`src/rtl/fpu_dispatch_pkg.sv`:
```
// Shared FPU types: instruction word, result word, exception flags and latency default.
package definitions;

    typedef enum logic [2:0] {
        FPU_ADD = 3'd0,
        FPU_SUB = 3'd1,
        FPU_MUL = 3'd2,
        FPU_DIV = 3'd3,
        FPU_I2F = 3'd4,
        FPU_F2I = 3'd5,
        FPU_REM = 3'd6
    } fpu_op_t;

    typedef enum logic [1:0] {
        RM_NEAREST_EVEN = 2'd0,
        RM_ZERO         = 2'd1,
        RM_UP           = 2'd2,
        RM_DOWN         = 2'd3
    } fpu_rmode_t;

    typedef logic [31:0] float_t;

    typedef struct packed {
        fpu_op_t    op;
        fpu_rmode_t rmode;
        float_t     opa;
        float_t     opb;
    } fpu_instruction_t;

    // Bit 7 down to bit 0, same order as the FPU flag outputs.
    typedef struct packed {
        logic inf;
        logic snan;
        logic qnan;
        logic ine;
        logic overflow;
        logic underflow;
        logic zero;
        logic div_by_zero;
    } fpu_flags_t;

    localparam int FPU_INSTR_W     = 69;
    localparam int FPU_FLAGS_W     = 8;
    localparam int FPU_LAT_DEFAULT = 4;

endpackage

```
`src/rtl/fpu_dispatch_fifo.sv`:
```
// Synchronous instruction FIFO with occupancy count; head word is visible combinationally.
module fpu_instr_fifo
    import definitions::*;
#(
    parameter int DEPTH = 8,
    parameter int W     = FPU_INSTR_W
) (
    input  logic                       i_clk,
    input  logic                       i_rst_n,
    input  logic                       i_push,
    input  logic [W-1:0]               i_data,
    input  logic                       i_pop,
    output logic [W-1:0]               o_data,
    output logic [$clog2(DEPTH):0]     o_count
);

    localparam int AW = $clog2(DEPTH);
    localparam int CW = AW + 1;

    logic [W-1:0]  r_mem [DEPTH];
    logic [AW-1:0] r_wr_ptr;
    logic [AW-1:0] r_rd_ptr;
    logic [CW-1:0] r_count;

    logic w_push;
    logic w_pop;

    // Writes are refused when full and reads when empty, so the count never leaves 0..DEPTH.
    assign w_push  = i_push && (r_count != CW'(DEPTH));
    assign w_pop   = i_pop && (r_count != '0);
    assign o_data  = r_mem[r_rd_ptr];
    assign o_count = r_count;

    // Storage array; contents are don't-care until written, so no reset.
    always_ff @(posedge i_clk) begin
        if (w_push) begin
            r_mem[r_wr_ptr] <= i_data;
        end
    end

    // Pointer and occupancy bookkeeping; pointers wrap naturally because DEPTH is a power of two.
    always_ff @(posedge i_clk) begin
        if (!i_rst_n) begin
            r_wr_ptr <= '0;
            r_rd_ptr <= '0;
            r_count  <= '0;
        end else begin
            if (w_push) begin
                r_wr_ptr <= r_wr_ptr + AW'(1);
            end
            if (w_pop) begin
                r_rd_ptr <= r_rd_ptr + AW'(1);
            end
            case ({w_push, w_pop})
                2'b10:   r_count <= r_count + CW'(1);
                2'b01:   r_count <= r_count - CW'(1);
                default: r_count <= r_count;
            endcase
        end
    end

endmodule

```
`src/rtl/fpu_dispatch.sv`:
```
// FPU issue stage: buffers tagged instructions, issues one per cycle, and returns
// tagged results after a fixed FPU latency while accumulating sticky exception flags.
module fpu_dispatch
    import definitions::*;
#(
    parameter int DEPTH   = 8,
    parameter int FPU_LAT = FPU_LAT_DEFAULT,
    parameter int TAG_W   = 4
) (
    input  logic             clk,
    input  logic             rst_n,
    input  logic             in_valid,
    output logic             in_ready,
    input  fpu_instruction_t in_instr,
    input  logic [TAG_W-1:0] in_tag,
    output fpu_instruction_t fpu_i,
    input  float_t           fpu_out,
    input  fpu_flags_t       fpu_flags,
    output logic             res_valid,
    output float_t           res_data,
    output fpu_flags_t       res_flags,
    output logic [TAG_W-1:0] res_tag,
    output fpu_flags_t       sticky_flags,
    input  logic             sticky_clr,
    output logic             busy
);

    localparam int CW = $clog2(DEPTH) + 1;
    localparam int FW = FPU_INSTR_W + TAG_W;

    logic [CW-1:0]            w_count;
    logic [FW-1:0]            w_head;
    logic                     w_push;
    logic                     w_pop;
    logic                     w_cap;

    fpu_instruction_t         r_fpu_i;
    logic [FPU_LAT-1:0]       r_vld_p;
    logic [TAG_W-1:0]         r_tag_p [FPU_LAT];

    logic                     r_res_valid;
    logic [31:0]              r_res_data;
    logic [FPU_FLAGS_W-1:0]   r_res_flags;
    logic [TAG_W-1:0]         r_res_tag;
    logic [FPU_FLAGS_W-1:0]   r_sticky;

    // Ready depends only on the registered count, never on the downstream pop.
    assign in_ready = (w_count != CW'(DEPTH));
    assign w_push   = in_valid && in_ready;
    assign w_pop    = (w_count != '0);
    assign w_cap    = r_vld_p[FPU_LAT-1];

    fpu_instr_fifo #(
        .DEPTH (DEPTH),
        .W     (FW)
    ) u_fifo (
        .i_clk   (clk),
        .i_rst_n (rst_n),
        .i_push  (w_push),
        .i_data  ({in_instr, in_tag}),
        .i_pop   (w_pop),
        .o_data  (w_head),
        .o_count (w_count)
    );

    // Issue register and tag-pipe valids: pop the head whenever the FIFO holds anything.
    always_ff @(posedge clk) begin
        if (!rst_n) begin
            r_fpu_i <= '0;
            r_vld_p <= '0;
        end else begin
            if (w_pop) begin
                r_fpu_i <= fpu_instruction_t'(w_head[FW-1:TAG_W]);
            end
            for (int i = FPU_LAT - 1; i > 0; i--) begin
                r_vld_p[i] <= r_vld_p[i-1];
            end
            r_vld_p[0] <= w_pop;
        end
    end

    // Tag payload travels alongside the valid bits; it is qualified by them, so no reset.
    always_ff @(posedge clk) begin
        for (int i = FPU_LAT - 1; i > 0; i--) begin
            r_tag_p[i] <= r_tag_p[i-1];
        end
        r_tag_p[0] <= w_head[TAG_W-1:0];
    end

    // Result capture and sticky flags; a capture in the same cycle as a clear restarts the sticky set.
    always_ff @(posedge clk) begin
        if (!rst_n) begin
            r_res_valid <= 1'b0;
            r_res_data  <= '0;
            r_res_flags <= '0;
            r_res_tag   <= '0;
            r_sticky    <= '0;
        end else begin
            r_res_valid <= w_cap;
            if (w_cap) begin
                r_res_data  <= fpu_out;
                r_res_flags <= fpu_flags;
                r_res_tag   <= r_tag_p[FPU_LAT-1];
                r_sticky    <= sticky_clr ? fpu_flags : (r_sticky | fpu_flags);
            end else if (sticky_clr) begin
                r_sticky    <= '0;
            end
        end
    end

    assign fpu_i        = r_fpu_i;
    assign res_valid    = r_res_valid;
    assign res_data     = r_res_data;
    assign res_flags    = fpu_flags_t'(r_res_flags);
    assign res_tag      = r_res_tag;
    assign sticky_flags = fpu_flags_t'(r_sticky);
    assign busy         = (w_count != '0) || (|r_vld_p) || r_res_valid;

endmodule

```
`config.mk`:
```
export PLATFORM = sky130hd
export DESIGN_NAME = fpu_dispatch
export DESIGN_NICKNAME = d
export VERILOG_FILES = /design/src/rtl/fpu_dispatch_pkg.sv /design/src/rtl/fpu_dispatch_fifo.sv /design/src/rtl/fpu_dispatch.sv
export SDC_FILE = /design/constraint.sdc
export NUM_CORES = 1
export LEC_CHECK = 0
export CORE_MARGIN = 1
export CORE_UTILIZATION = 50
export DETAILED_ROUTE_END_ITERATION = 8
export PLACE_DENSITY = 0.8
export SLEW_MARGIN = 20
export SYNTH_ARGS = -nofsm -noshare
export SYNTH_HDL_FRONTEND = slang
export SYNTH_SLANG_ARGS = --single-unit
```
`constraint.sdc`:
```
create_clock -name clk -period 10.4 [get_ports clk]
set_input_delay 2.08 -clock clk [delete_from_list [all_inputs] [get_ports clk]]
set_output_delay 2.08 -clock clk [all_outputs]
set_load 0.05 [all_outputs]
```
* Word-level counts from Yosys, hierarchy flattened
Memory sizes are Yosys's and may differ from the RTL's. A register that Yosys moved wholly into a read port is not among the register bits. Cells that the tools add are included.
Storage, ports and cells: bits in registers 132, bits in writable memories 600, bits of input ports 117, output and inout bits 124, word-level logic and storage cells 39, memories 2
Memories:
- u_fifo.r_mem | words 8, bits a word 73, rd ports 1, clocked after Yosys merged registers in 1, wr ports 1, RTL line fpu_dispatch_fifo.sv:20 | logic [W-1:0] r_mem [DEPTH];
- r_tag_p | words 4, bits a word 4, rd ports 4, clocked after Yosys merged registers in 1, wr ports 4, RTL line fpu_dispatch.sv:39 | logic [TAG_W-1:0] r_tag_p [FPU_LAT];
Operators by class: add/subtract/negate cells 4, equal/unequal tests 3, muxes and demuxes 8, bitwise logic cells 1, reduce and logical (&&, ||, !) cells 9
Operators with widths (number):
- $mux 8 | 3
- $or 8x8->8 | 1
- $pmux 4 s2 | 1
- $add 3x1->3 const B | 2
- $mux 3 | 2
- $add 4x1->4 const B | 1
- $ne 4x4->1 const B | 1
- $reduce_bool 2->1 | 2
- $reduce_bool 4->1 | 1
- $reduce_or 4->1 | 1
- $sub 4x1->4 const B | 1
- $eq 2x1->1 const B | 1
- $eq 2x2->1 const B | 1
- $logic_and 1x1->1 | 2
- $logic_or 1x1->1 | 2
- $mux 1 | 2
- $logic_not 1->1 | 1

* Longest topological paths before layout
Gate-level depths: netlist of the first run.
depth in word-level cells 5, gate-level depth with buffers 11, mapped depth without buffers 9

* Hierarchy
Synthesis of the first run repeated with hierarchy kept, for this count alone.
Second synthesis, totals: cell total of the unflattened synthesis 1422, area total of the unflattened synthesis 28403.5 um^2
Modules (own cells, without submodules):
- fpu_instr_fifo | times used 1, cells each 913, area each 23152.2 um^2, sequential area each 17797.1 um^2
- fpu_dispatch | times used 1, cells each 509, area each 5251.3 um^2, sequential area each 2842.7 um^2

* Worst setup path before layout of the first run
Ideal clock, no wire load.
path type input-to-reg, from input port in_valid, to memory u_fifo.r_mem[0][0] in the netlist's numbering (enable), library setup time 684 ps, data arrival time 9093 ps, required time 9716 ps, slack 623 ps, stages 2, buffers on the path 0, path through nand2_2 > nor4_1
Between the ends: cells in the longest elaborated chain, start to end 4
RTL lines:
- from (decl) | RTL line fpu_dispatch.sv:12 | input logic in_valid,
- $logic_and 1x1->1 | RTL line fpu_dispatch.sv:49 | assign w_push = in_valid && in_ready;
- $logic_and 1x1->1 | RTL line fpu_dispatch_fifo.sv:29 | assign w_push = i_push && (r_count != CW'(DEPTH));
- $mux 1 | RTL line fpu_dispatch_fifo.sv:36 | if (w_push) begin
- $mux 1 (not written as such) | RTL line fpu_dispatch_fifo.sv:37 | r_mem[r_wr_ptr] <= i_data;
- to (decl) | RTL line fpu_dispatch_fifo.sv:20
Every way passes these cells.

* Final worst setup path of the first run
from register r_vld_p[3], to output port busy
Between the ends: cells in the longest elaborated chain, start to end 3
RTL lines:
- from (decl) | RTL line fpu_dispatch.sv:38 | logic [FPU_LAT-1:0] r_vld_p;
- from (signal, indexed assignment) | RTL line fpu_dispatch.sv:76 | r_vld_p[i] <= r_vld_p[i-1];
- $reduce_or 4->1 | RTL line fpu_dispatch.sv:117 | assign busy = (w_count != '0) || (|r_vld_p) || r_res_valid;
- $logic_or 1x1->1 (2 in series) | RTL line fpu_dispatch.sv:117
- to (decl) | RTL line fpu_dispatch.sv:25 | output logic busy
Every way passes these cells.

==> results by group, run 1 <==
Yosys
  – Synth Area in Adders: 0.002291
  – Post-Syn Area: 27300 µm²
  – Mux share of post-synthesis cell area: 0.1296
  – Top cells by area, synth: edfxtp_1, dfxtp_1, mux4_2, mux2i_1, nand2_1
  – YS warnings: 0
  – Synth cell count leaders: edfxtp_1, mux2i_1, dfxtp_1, nand2_1, mux4_2
  – Syn Nets: 1622
  – Synth Area in Compound Gates: 0.04830
  – Mapped Cells: 1500
  – EDFF count, synth: 584
  – Simple-gate share of the synthesized area: 0.03900
  – Synth top area share: 0.6423
  – Largest family of logic cells by synthesized area: multiplexers
  – Synth Area in XOR/XNOR: 0.002245
  – Async S/R FF share, synth: 0
  – Post-Syn Area per Cell: 18.20 µm²
  – Post-synthesis sequential area ratio: 0.7559
  – Area leader, netlist: edfxtp_1
  – Distinct cells, synth: 47
  – Ys flop type: edfxtp_1
  – Seq cells post-synth: 739
  – Most numerous cell in the Yosys netlist: edfxtp_1

Status
  – Status: complete, no violations

Timing
  – Final Hold Viols: 0
  – Final WS setup: 5789 ps
  – Final Cycle Share: 0.4433
  – Setup TNS: 0 ps
  – Worst Skew: 22.99 ps
  – Slew Viols, Final: 0
  – Worst slew pin tran: 994.6 ps
  – Rel. slew slack: 0.3370
  – Final min period: 4611 ps
  – Final setup viols: 0
  – Fmax: 216.9 MHz
  – RSZ-0062 raised after global routing: false

Drt
  – Vias: 14290
  – Iter 0 DRT Violations: 1285
  – Vias per std cell: 5.696
  – # DRC: 0
  – Avg WL per Cell: 22.79 µm
  – Drt total wl: 57.18 mm
  – Post-route ant nets: 0
  – Pre-antenna DRT Iters: 5

Setup path
  – R2R Path End: fpu_i[4]
  – CP required: 8320 ps
  – CP Data Arrival Time: 2530 ps
  – Worst Reg2Reg Path Length in Cells: 4
  – R2r setup slk: 7280 ps
  – Startpoint types: register
  – Critical Setup Path Class: reg2out
  – CP Max Fanout: 54
  – Critical Path End Type: output pin

Global route
  – All-Layer GR Usage: 0.2079
  – Initial antenna violation count: 10
  – Wire length of the first global-routing pass: 87.41 mm
  – Largest net degree at the start of global routing: 110
  – Grt total ovfl: 0
  – Vias in the first global route: 14940

Die
  – Initial Util: 0.5064
  – I/O pin total: 241
  – Total core area: 53920 µm²
  – Standard-cell rows: 85
  – Die W: 235.7 µm
  – Die H: 235.7 µm
  – Die Area: 55550 µm²

Cells and area
  – Nets@finish: 1875
  – Fillers: 3734
  – FF+latch area: 20650 µm²
  – Multi-input combinational cell area: 6110 µm²
  – Layout cells sized above 1: 0.1480
  – Post-route insts no fill: 2509
  – Area delta synth->final: 19.58%

Power
  – Peak VDD IR: 0.1955 mV
  – PD cells: 257.9 nW/µm²
  – Overall power: 0.008420 W
  – Lkg Pwr: 10.64 nW

Placement
  – Placed wire-length estimate: 32.10 mm
  – Setup WS pre-CTS: 5656 ps
  – Placed cells: 2374
  – Gpl congestion: 0.7670
  – Port bufs: 240

Clock network
  – Hold Buf Count CTS: 0
  – # resized after CTS: 0
  – Setup bufs post-CTS: 0
  – CTS root buf: clkbuf_16
  – Clk sinks: 739
  – Clk slew on worst S/H paths: 60 ps
  – H-tree depth: 3
  – Clock buffer depth: 3
  – CTS tree: built
  – Clk Latency, worst-skew pair: 620 ps
  – CTS buffer count: 73

Flow run
  – Max-cap violations: 0

Worst hold path
  – Hold Startpoint: r_tag_p[0][0]
  – Hold Path Class: reg2reg
  – Hold depth: 0
  – Hold Path End: r_tag_p[1][0]
## flip-flops by register name (all words and copies together) (netlist names), named ones only
signal,count
fpu_i,69
r_tag_p,16
r_vld_p,4
res_data,32
res_flags,8
res_tag,4
res_valid,1
sticky_flags,8
u_fifo.o_count,4
u_fifo.r_mem,584
u_fifo.r_rd_ptr,3
u_fifo.r_wr_ptr,3
## critical path, stage by stage (launching register included)
cell             delay (ps)
dfxtp_2                 310
buf_4                   560
nor2_1                  110
nand3_1                 110
clkdlybuf4s50_1         840
## layer usage
layer  track usage  vias up  routed length [µm]
met5             0        -                 112
met4       0.07467       16                1350
met3       0.04186       96                3506
met2        0.3542      497               29090
met1        0.2649     7303               23120
li1              -     6380                   -
## metrics by stage
step           hold slack [ps]    util  area (µm²)
6_report                 322.3  0.6055       32650
5_1_grt                  334.0  0.6055       32650
4_1_cts                  325.6  0.6054       32640
3_5_place_dp             312.1  0.5613       30270
3_3_place_gp             311.2  0.5605       30220
2_1_floorplan            309.6       -       27300
## how the worst max path moves through the flow
stage / start / endpoint / cells after the start
after detailed placement: in_valid / u_fifo.r_mem[5][36] / 4
final: r_vld_p[3] / busy / 4
after global placement: in_valid / u_fifo.r_mem[5][32] / 4
after CTS: r_vld_p[3] / busy / 4
after global routing: r_vld_p[3] / busy / 4
after floorplan: in_valid / u_fifo.r_mem[0][0] / 2
## power breakdown
part	switching [W]	total, W	internal [W]
combinational	0.00128	0.00210	0.000815
clock	0.00108	0.00258	0.00150
sequential	0.000222	0.00374	0.00352
## cell families (layout without fill, tap and decap cells)
logic type / Yosys count / in the layout
DFF: 739 / 739
muxes: 255 / 255
and+or+nand+nor: 243 / 243
AOI/OAI and AO/OA: 163 / 163
buffers and inverters: 88 / 399
xor gates and xnor gates: 7 / 7
adders and majority gates: 5 / 5
other: 0 / 2
## cell usage in the layout (no fill, tap or decap), drive strengths merged, types with 6 or more instances in the layout
master	netlist	final
o211ai	63	63
nor2	50	50
edfxtp	584	584
clkdlybuf4s50	0	240
dfxtp	155	155
buf	55	24
a22oi	63	63
mux2	15	15
a21oi	20	20
xor2	6	6
clkbuf	31	104
mux2i	163	163
inv	2	6
nand2b	24	24
nand2	142	142
mux4	77	77
clkinv	0	21
## layout make-up
type                       instances  share of cell area
sequential                       739              0.6325
multi-input combinational        673              0.1871
timing repair buffer             264             0.08059
clock buffer                     104             0.06457
tap                              696             0.02667
clock inverter                    29            0.008124
inverter                           2           0.0002299
antenna                            2           0.0001533
No activity file was read; power rests on OpenSTA's default activity.
==> run 2, diff against run 1 <==
PLACE_DENSITY = 0.82   (was 0.8)
clock period = 4 ns   (was 10.4 ns; I/O delays follow)
==> run 2 against run 1 <==
  * Final cell count rose by 0.36%
  * Largest cell class unchanged
  * Critical path depth fell by 2
  * Cell area rose by 0.68%
==> results by group, run 2 (same netlist as run 1, synthesis figures left out) <==
Drt
  – Vias: 14270 (was 14290)
  – Avg WL per Cell: 23.17 µm (was 22.79 µm)
  – Vias per std cell: 5.668 (was 5.696)
  – Post-route ant nets: 0 (unchanged)
  – Pre-antenna DRT Iters: 7 (was 5)
  – # DRC: 0 (unchanged)
  – Iter 0 DRT Violations: 1261 (was 1285)
  – Drt total wl: 58.35 mm (was 57.18 mm)

Setup path
  – CP Data Arrival Time: 2440 ps (was 2530 ps)
  – Crit path from: u_fifo.o_count[1] (was r_vld_p[3])
  – R2R Path End: u_fifo.o_count[2] (was fpu_i[4])
  – Worst Reg2Reg Path Length in Cells: 9 (was 4)
  – Critical Path End Type: output pin (unchanged)
  – CP required: 3200 ps (was 8320 ps)
  – Slowest-stage cell, CP: clkdlybuf4s50_1 (unchanged)
  – Critical Setup Path Class: reg2out (unchanged)
  – Startpoint types: register (unchanged)
  – CP Cell Sequence: or4b_1 -> clkdlybuf4s50_1 (was buf_4 -> nor2_1 -> nand3_1 -> clkdlybuf4s50_1)
  – R2r startpoint: u_fifo.o_count[1]
  – CP max stage delay: 810 ps (was 840 ps)
  – R2r setup slk: 1280 ps (was 7280 ps)
  – CP Max Fanout: 8 (was 54)

Placement
  – Port bufs: 240 (unchanged)
  – Gpl congestion: 0.8045 (was 0.7670)
  – Placed cells: 2378 (was 2374)
  – Placed wire-length estimate: 33.34 mm (was 32.10 mm)
  – Placed Area: 30410 µm² (was 30270 µm²)

Clock network
  – CTS tree: built (unchanged)
  – CTS root buf: clkbuf_16 (unchanged)
  – Clk Latency, worst-skew pair: 610 ps (was 620 ps)
  – Clock buffer depth: 3 (unchanged)
  – # resized after CTS: 0 (unchanged)
  – Clk sinks: 739 (unchanged)
  – Setup bufs post-CTS: 0 (unchanged)
  – CTS buffer count: 75 (was 73)
  – Hold Buf Count CTS: 0 (unchanged)
  – Clk slew on worst S/H paths: 60 ps (about the same)
  – H-tree depth: 3 (unchanged)

Worst hold path
  – Hold Startpoint: r_tag_p[1][1] (was r_tag_p[0][0])
  – Hold Path End: r_tag_p[2][1] (was r_tag_p[1][0])
  – Hold Path Class: reg2reg (unchanged)
  – Hold depth: 0 (unchanged)

Timing
  – Rel. slew slack: 0.3994 (was 0.3370)
  – Final Hold Viols: 0 (unchanged)
  – RSZ-0062 raised after global routing: false (unchanged)
  – Worst Skew: 22.50 ps (was 22.99 ps)
  – Final setup viols: 0 (unchanged)
  – Fmax: 308.8 MHz
  – Worst slew pin tran: 900.8 ps (was 994.6 ps)
  – Final min period: 3238 ps
  – Final Cycle Share: 0.8095
  – Slew Viols, Final: 0 (unchanged)

Die
  – Initial Util: 0.5064 (unchanged)
  – Die Area: 55550 µm² (unchanged)
  – Die H: 235.7 µm (unchanged)
  – Standard-cell rows: 85 (unchanged)
  – Die W: 235.7 µm (unchanged)
  – I/O pin total: 241 (unchanged)
  – Total core area: 53920 µm² (unchanged)

Cells and area
  – Max reg flops: 584 (unchanged)
  – Nets@finish: 1881 (was 1875)
  – Top reg by flops: u_fifo.r_mem (unchanged)
  – Area delta synth->final: 20.40% (was 19.58%)
  – Layout cells sized above 1: 0.1512 (was 0.1480)
  – Commonest non-fill, non-tap cell in the layout: edfxtp_1 (unchanged)
  – Final instance area: 32870 µm² (was 32650 µm²)
  – Most frequent cells in the layout: edfxtp_1, clkdlybuf4s50_1, mux2i_1 (unchanged)
  – Post-route insts no fill: 2518 (was 2509)

Global route
  – Grt total ovfl: 0 (unchanged)
  – Wire length of the first global-routing pass: 89.65 mm (was 87.41 mm)
  – Vias in the first global route: 15130 (was 14940)
  – Initial antenna violation count: 7 (was 10)
  – All-Layer GR Usage: 0.2132 (was 0.2079)
  – Largest net degree at the start of global routing: 75 (was 110)

Flow run
  – Max-cap violations: 0 (unchanged)

Status
  – Status: complete, no violations (unchanged)

Power
  – Lkg Pwr: 10.71 nW (was 10.64 nW)
  – Overall power: 0.02218 W (was 0.008420 W)
  – Peak VDD IR: 0.5182 mV (was 0.1955 mV)
  – PD cells: 674.8 nW/µm² (was 257.9 nW/µm²)
-- run 2: changes by cell type in the layout (fill, tap and decap cells not counted), sizes merged, moves of 2 or more --
cell	change
buf	+4
inv	-2
bufinv	+2
clkinv	+4
-- run 2: cell type report --
class                           instances  area, µm²
Inverter                                2      7.507
Clock buffer                          103       2126
Clock inverter                         34      327.8
Timing Repair Buffer                  268       2738
Tap cell                              696      870.8
Antenna cell                            3      7.507
Multi-Input combinational cell        673       6143
Fill cell                            3649      21050
Sequential cell                       739      20650
-- run 2: how the worst max path moves through the flow --
stage,end,slack (ps)
final,in_ready,760
after global routing,in_ready,690
after CTS,in_ready,730
after detailed placement,u_fifo.o_count[2],970
after global placement,u_fifo.o_count[2],950
after floorplan,u_fifo.r_mem[7][0],-650
-- run 2: critical path: cells and delay by family (launching register included) --
family | cells | cell delay [ps]
flip-flops | 1 | 390
AND/OR/NAND/NOR | 1 | 640
buffers and inverters | 1 | 810
-- run 2: power breakdown --
group,leakage [nW],internal (W),switching [W]
registers,6.58,0.00915,0.000530
clock network,1.20,0.00406,0.00283
logic,2.93,0.00218,0.00344
-- run 2: metal layers --
metal | vias to the layer above | wire length (µm) | GRT usage
li1 | 6392 | - | -
met1 | 7283 | 23900 | 0.2744
met2 | 485 | 29590 | 0.3609
met3 | 107 | 3265 | 0.04303
met4 | 6 | 1553 | 0.07467
met5 | - | 36 | 0
-- run 2: through the flow --
step / setup WS, ps / utilization / hold WS (ps) / TNS, ps
finish: 762.0 / 0.6097 / 325.5 / 0
global route: 685.4 / 0.6096 / 334.4 / 0
CTS: 729.7 / 0.6095 / 328.0 / 0
detailed placement: 966.5 / 0.5640 / 313.2 / 0
global placement: 954.8 / 0.5640 / 310.3 / 0
floorplan: -645.6 / - / 309.6 / -257170
